### src/rtl/seq_alu.sv
// seq_alu: multi-cycle 4-op ALU (add/sub/mul/div) with operand modifier and
// valid/ready handshakes on both sides. Radix-2 iterative mul and restoring div.
// Optional build macro ALU_REMAINDER_EN: drives the remainder into the upper
// half of a divide result (undefined: upper half of a divide result is zero).
module seq_alu #(
  parameter int unsigned WIDTH = 64
) (
  input  logic               clk,
  input  logic               rst_n,
  input  logic               in_valid,
  output logic               in_ready,
  input  logic [WIDTH-1:0]   a,
  input  logic [WIDTH-1:0]   b,
  input  logic [3:0]         control,
  output logic               out_valid,
  input  logic               out_ready,
  output logic [2*WIDTH-1:0] out,
  output logic               div_by_zero,
  output logic               busy
);

  localparam int unsigned OW = 2 * WIDTH;
  localparam int unsigned CW = (WIDTH > 1) ? $clog2(WIDTH) : 1;

  localparam logic [1:0] OP_ADD = 2'b00;
  localparam logic [1:0] OP_SUB = 2'b01;
  localparam logic [1:0] OP_MUL = 2'b10;

  typedef enum logic [1:0] {IDLE, CALC, DONE} state_t;

  state_t          r_state;
  logic            r_in_ready;
  logic            r_out_valid;
  logic            r_busy;
  logic            r_dbz;
  logic [OW-1:0]   r_out;
  // Shared iteration registers: mul uses acc/multiplicand/multiplier,
  // div uses acc[WIDTH-1:0] as partial remainder, opnd as divisor,
  // shf as dividend shifting out / quotient shifting in.
  logic [OW-1:0]   r_acc;
  logic [OW-1:0]   r_opnd;
  logic [WIDTH-1:0] r_shf;
  logic [CW-1:0]   r_cnt;
  logic            r_is_div;

  logic [WIDTH-1:0] w_ia;
  logic [OW-1:0]    w_a_ext;
  logic [OW-1:0]    w_b_ext;
  logic             w_accept;
  logic [OW-1:0]    w_mul_acc_nxt;
  logic [WIDTH:0]   w_rem_shift;
  logic [WIDTH:0]   w_rem_diff;
  logic             w_div_ok;
  logic [WIDTH-1:0] w_rem_nxt;
  logic [WIDTH-1:0] w_quo_nxt;
  logic             w_last;

  // Operand modifier applied to A
  always_comb begin
    w_ia = a;
    case (control[1:0])
      2'b00:   w_ia = a;
      2'b01:   w_ia = {1'b0, a[WIDTH-2:0]};
      2'b10:   w_ia = {a[WIDTH-1:1], 1'b0};
      default: w_ia = a & b;
    endcase
  end

  assign w_a_ext  = {{WIDTH{1'b0}}, w_ia};
  assign w_b_ext  = {{WIDTH{1'b0}}, b};
  assign w_accept = in_valid && r_in_ready;

  assign w_mul_acc_nxt = r_shf[0] ? (r_acc + r_opnd) : r_acc;

  assign w_rem_shift = {r_acc[WIDTH-1:0], r_shf[WIDTH-1]};
  assign w_rem_diff  = w_rem_shift - {1'b0, r_opnd[WIDTH-1:0]};
  assign w_div_ok    = !w_rem_diff[WIDTH];
  assign w_rem_nxt   = w_div_ok ? w_rem_diff[WIDTH-1:0] : w_rem_shift[WIDTH-1:0];
  assign w_quo_nxt   = {r_shf[WIDTH-2:0], w_div_ok};
  assign w_last      = (r_cnt == CW'(WIDTH - 1));

  // Control FSM, iteration datapath and registered outputs
  always_ff @(posedge clk or negedge rst_n) begin
    if (!rst_n) begin
      r_state     <= IDLE;
      r_in_ready  <= 1'b1;
      r_out_valid <= 1'b0;
      r_busy      <= 1'b0;
      r_dbz       <= 1'b0;
      r_out       <= '0;
      r_acc       <= '0;
      r_opnd      <= '0;
      r_shf       <= '0;
      r_cnt       <= '0;
      r_is_div    <= 1'b0;
    end else begin
      case (r_state)
        IDLE: begin
          if (w_accept) begin
            r_in_ready <= 1'b0;
            r_busy     <= 1'b1;
            case (control[3:2])
              OP_ADD: begin
                r_out       <= w_a_ext + w_b_ext;
                r_dbz       <= 1'b0;
                r_out_valid <= 1'b1;
                r_state     <= DONE;
              end
              OP_SUB: begin
                r_out       <= w_a_ext - w_b_ext;
                r_dbz       <= 1'b0;
                r_out_valid <= 1'b1;
                r_state     <= DONE;
              end
              OP_MUL: begin
                r_acc    <= '0;
                r_opnd   <= w_a_ext;
                r_shf    <= b;
                r_cnt    <= '0;
                r_is_div <= 1'b0;
                r_state  <= CALC;
              end
              default: begin
                if (b == '0) begin
`ifdef ALU_REMAINDER_EN
                  r_out <= {w_ia, {WIDTH{1'b1}}};
`else
                  r_out <= {{WIDTH{1'b0}}, {WIDTH{1'b1}}};
`endif
                  r_dbz       <= 1'b1;
                  r_out_valid <= 1'b1;
                  r_state     <= DONE;
                end else begin
                  r_acc    <= '0;
                  r_opnd   <= w_b_ext;
                  r_shf    <= w_ia;
                  r_cnt    <= '0;
                  r_is_div <= 1'b1;
                  r_state  <= CALC;
                end
              end
            endcase
          end
        end
        CALC: begin
          r_cnt <= r_cnt + CW'(1);
          if (r_is_div) begin
            r_acc[WIDTH-1:0] <= w_rem_nxt;
            r_shf            <= w_quo_nxt;
          end else begin
            r_acc  <= w_mul_acc_nxt;
            r_opnd <= r_opnd << 1;
            r_shf  <= r_shf >> 1;
          end
          if (w_last) begin
            if (r_is_div) begin
`ifdef ALU_REMAINDER_EN
              r_out <= {w_rem_nxt, w_quo_nxt};
`else
              r_out <= {{WIDTH{1'b0}}, w_quo_nxt};
`endif
            end else begin
              r_out <= w_mul_acc_nxt;
            end
            r_dbz       <= 1'b0;
            r_out_valid <= 1'b1;
            r_state     <= DONE;
          end
        end
        DONE: begin
          if (out_ready) begin
            r_out_valid <= 1'b0;
            r_in_ready  <= 1'b1;
            r_busy      <= 1'b0;
            r_state     <= IDLE;
          end
        end
        default: begin
          r_state     <= IDLE;
          r_in_ready  <= 1'b1;
          r_out_valid <= 1'b0;
          r_busy      <= 1'b0;
        end
      endcase
    end
  end

  assign in_ready    = r_in_ready;
  assign out_valid   = r_out_valid;
  assign busy        = r_busy;
  assign div_by_zero = r_dbz;
  assign out         = r_out;

endmodule
### config.mk
export PLATFORM = sky130hd
export DESIGN_NAME = seq_alu
export DESIGN_NICKNAME = d
export VERILOG_FILES = /design/src/rtl/seq_alu.sv
export SDC_FILE = /design/constraint.sdc
export NUM_CORES = 2
export LEC_CHECK = 0
export CORE_UTILIZATION = 44
export DETAILED_ROUTE_END_ITERATION = 10
export HOLD_SLACK_MARGIN = 0.06
export MAX_ROUTING_LAYER = met4
export PLACE_DENSITY = 0.64
export SYNTH_ARGS = -nofsm -noshare
export SYNTH_HDL_FRONTEND = slang
export SYNTH_SLANG_ARGS = --single-unit
### constraint.sdc
create_clock -name clk -period 4.7 [get_ports clk]
set_clock_uncertainty 0.15 [all_clocks]
set_input_delay 0.94 -clock clk [delete_from_list [all_inputs] [get_ports clk]]
set_output_delay 0.94 -clock clk [all_outputs]
set_load 0.02 [all_outputs]
==> impl_metrics.env <==
export IMPL_leakage_nw=25.2
export IMPL_final_layout_size_suffix_gt1_share_pct=17.5
export IMPL_min_period_over_period_pct=98.2
export IMPL_r2r_cells=17
export IMPL_rows=114
export IMPL_core_area_um2=96600
export IMPL_fin_ws_ps=83.3
export IMPL_cts_buffers=57
export IMPL_finalHoldViolations=0
export IMPL_drtAntennaViolNets=0
export IMPL_cts_hold_buf=0
export IMPL_antenna_found_initial=5
export IMPL_dp_hpwl_um=161000
export IMPL_crit_type="input port to register"
export IMPL_nets=6904
export IMPL_reg2reg_slack_ps=90
export IMPL_synth_fp_nets=6115
export IMPL_die_area_um2=98500
export IMPL_ys_types=92
export IMPL_place_gp_congestion=1.05
export IMPL_drc=0
export IMPL_path_cells="clkdlybuf4s50_1, buf_4, inv_1, ha_1, o21a_1, o31ai_1, a21oi_2, nand3_2, a2111oi_4, buf_4, o2111ai_4, a31oi_1, buf_4, o31a_1, a31oi_2, mux2i_1, or4b_1, a31oi_1"
export IMPL_syn_cell_area_um2=42800
export IMPL_crit_arrival_ps=5050
export IMPL_ys_seq_elements=461
export IMPL_synth_warnings=0
export IMPL_clk_latency_ps=660
export IMPL_area_delta_synth_final_pct=28.7
export IMPL_status="complete, no violations"
export IMPL_track_usage_pct=40.9
export IMPL_cp_top_family="compound AO/OA/AOI/OAI gates"
export IMPL_seq_area_frac_synth_pct=27.0
export IMPL_wl_per_cell_um=25.8
export IMPL_slew_headroom_pct=22.5
export IMPL_maxClockFrequency_ghz=0.217
export IMPL_ys_flop_type="dfrtp_1"
export IMPL_dp_cells=7708
export IMPL_critical_path_max_stage_delay_ps=530
export IMPL_vias=49720
export IMPL_drtPass1Iterations=6
export IMPL_syn_avg_cell_area_um2=7.49
export IMPL_worst_r2r_startpoint="r_opnd[0]"
export IMPL_end_kind="register"
export IMPL_netlist_instances=5717
export IMPL_portBuffers=267
export IMPL_drt_vias_per_instance=6.35
export IMPL_reg2reg_to="r_acc[62]"
export IMPL_synth_edf_count=0
export IMPL_first_global_vias=45720
export IMPL_worst_ir_drop_vdd_v=0.000301
export IMPL_finalNonFillerCells=7832
export IMPL_worstPathRequired_ps=5140
export IMPL_cp_num_buf_inv=5
export IMPL_cp_slowest_cell="clkdlybuf4s50_1"
export IMPL_die_x_um=314
export IMPL_worstMarginPinSlew_ps=1160
export IMPL_clk_pin_slew_ps=70
export IMPL_maxSlewViolCount=0
export IMPL_grt_pass1_wl_um=298000
export IMPL_worstPathMaxFanout=6
export IMPL_grt_max_degree=150
export IMPL_hp_class="input port to async pin"
export IMPL_p_per_area_nw_per_um2=325
export IMPL_tritoncts="built"
export IMPL_clock_sinks=461
export IMPL_async_flop_share_pct=100
export IMPL_die_h_um=314
export IMPL_crit_path_frequent_cell="buf_4"
export IMPL_top_level_ports=268
export IMPL_finalWirelength_um=202000
export IMPL_start_util_pct=44.3
export IMPL_cts_max_path_buffers=3
export IMPL_cts_max_level=2
export IMPL_report_final_setup_viol=0
export IMPL_overflow=0
export IMPL_setup_tns_ps=0
export IMPL_cts_root_buf="clkbuf_16"
export IMPL_post_place_ws_ps=-1100
export IMPL_start_kind="input port"
export IMPL_final_min_clock_period_ps=4620
export IMPL_drt_iter0_markers=5820
export IMPL_cap_violations=0
[sequential cells by signal, indices dropped and copies added, names as in the netlist]
| register | flops |
|---|---|
| in_ready | 1 |
| div_by_zero | 1 |
| r_cnt | 6 |
| out | 128 |
| r_opnd | 128 |
| r_is_div | 1 |
| r_state | 2 |
| busy | 1 |
| r_acc | 128 |
| out_valid | 1 |
| r_shf | 64 |
[how the worst max path moves through the flow]
stage,from,to,slack (ps),cells past startpoint
final,b[3],out[61],80,18
after global routing,r_acc[6],out[119],-20,16
after CTS,r_opnd[0],r_acc[40],10,19
after detailed placement,control[0],out[73],-1100,21
after global placement,control[0],out[79],-1030,21
after floorplan,control[1],out[61],7,18
[layout by cell type, fill, tap and decap left out, types with 44 or more instances in the layout]
cell             synthesis  routed
a22o_1                  67      67
o21ai_1                 19      47
nand4_1                127     127
buf_4                    4     834
a211oi_1                68      63
clkbuf_16                0      58
o21bai_1                90      89
nand3_1                 58      55
a21o_1                 165     165
inv_1                  289     288
nor2_1                 450     444
o211ai_1               231     231
nor3_1                  83      79
xor2_1                  83      83
ha_1                   259     247
xnor2_1                130     130
o21a_1                  54      53
a221o_1                 44      44
mux2i_1                118     118
a31oi_1                 59      55
dfrtp_1                460     457
a21oi_1                614     600
nor4_1                  55      50
o21ai_0                541     496
clkdlybuf4s50_1          0     259
nand2_1                726     718
[logic make-up after synthesis]
kind of cell             share of synthesized area [%]
AO/OA/AOI/OAI                                     34.4
AND/OR/NAND/NOR                                   17.2
buffers and inverters                             6.36
flip-flops                                        27.0
adder cells (fa/ha/maj)                           7.71
XOR/XNOR                                          4.40
multiplexers                                      3.02
[final cells by class]
cell class                 instances  area (um^2)
antenna                            5         12.5
clock buffer                      76         1610
clock inverter                    28          338
fill                            9110        41500
inverter                         292         1100
multi-input combinational       4556        29200
sequential                       461        11500
tap                             1276         1600
timing repair buffer            1138         9700
[power by group]
group	switching (mW)	internal, mW
sequential	0.470	4.35
clock	1.96	2.73
combinational	4.95	3.44
[worst reg2reg max path: stages (launching register included)]
cell,delay [ps]
dfrtp_2,490
ha_4,190
inv_2,50
fa_2,240
a211oi_2,80
buf_4,140
o21ai_0,310
nand4_1,200
a21oi_1,320
o2111ai_1,260
a21oi_1,470
a41oi_1,210
o21ai_0,370
a31oi_1,160
o31ai_1,380
buf_4,180
mux2i_1,70
a31o_2,250
[synth_stat cells, drive strengths merged, types with 13 or more instances]
cell type / n / area share (%)
a221o: 44 / 1.0
inv: 290 / 2.5
nor4: 55 / 0.80
o31ai: 38 / 0.70
nor2b: 32 / 0.47
nor3: 83 / 0.97
xor2: 83 / 1.7
clkbuf: 350 / 3.1
o221ai: 29 / 0.61
xnor2: 131 / 2.7
o21ai: 560 / 6.5
dfrtp: 460 / 27
or3: 27 / 0.39
a21oi: 617 / 7.2
nand2b: 22 / 0.32
a21boi: 24 / 0.42
a22o: 67 / 1.4
o211ai: 232 / 4.1
buf: 58 / 0.72
and2: 14 / 0.20
a211oi: 69 / 1.2
and3: 27 / 0.39
o21bai: 90 / 1.6
a221oi: 28 / 0.62
or2: 13 / 0.19
nand3: 58 / 0.68
o22a: 22 / 0.45
ha: 259 / 7.6
a22oi: 35 / 0.61
a21o: 165 / 2.9
mux2i: 118 / 2.8
o21a: 54 / 0.95
a31oi: 59 / 0.86
nor2: 450 / 3.9
nand4: 127 / 1.9
nand2: 727 / 6.4
o22ai: 26 / 0.38
a31o: 15 / 0.31
[metrics by stage]
stage | hold slack (ps) | cell area [um^2] | total power, mW | util [%]
3_3_place_gp | 303 | 52400 | 12.7 | 54.2
3_5_place_dp | 312 | 52400 | 12.8 | 54.2
4_1_cts | 219 | 54800 | 17.6 | 56.8
6_report | 213 | 55100 | 17.9 | 57.1
2_1_floorplan | 316 | 42800 | 9.32 | -
5_1_grt | 268 | 55100 | 18.7 | 57.1
[routing by layer]
| layer | track usage (%) | wire length, um |
|---|---|---|
| met1 | 59.2 | 90100 |
| met3 | 8.03 | 22100 |
| met4 | 10.7 | 6190 |
| met5 | - | 0 |
| met2 | 57.6 | 83700 |
[timing repair]
item / 4_1_cts / 5_1_grt
resized for setup: 101 / 64
setup buffers: 5 / 7
cloned: 3 / 1
setup endpoints to repair: 103 / 134
pin swaps: 19 / 29
Note: power is estimated with default switching activity, not from simulation.
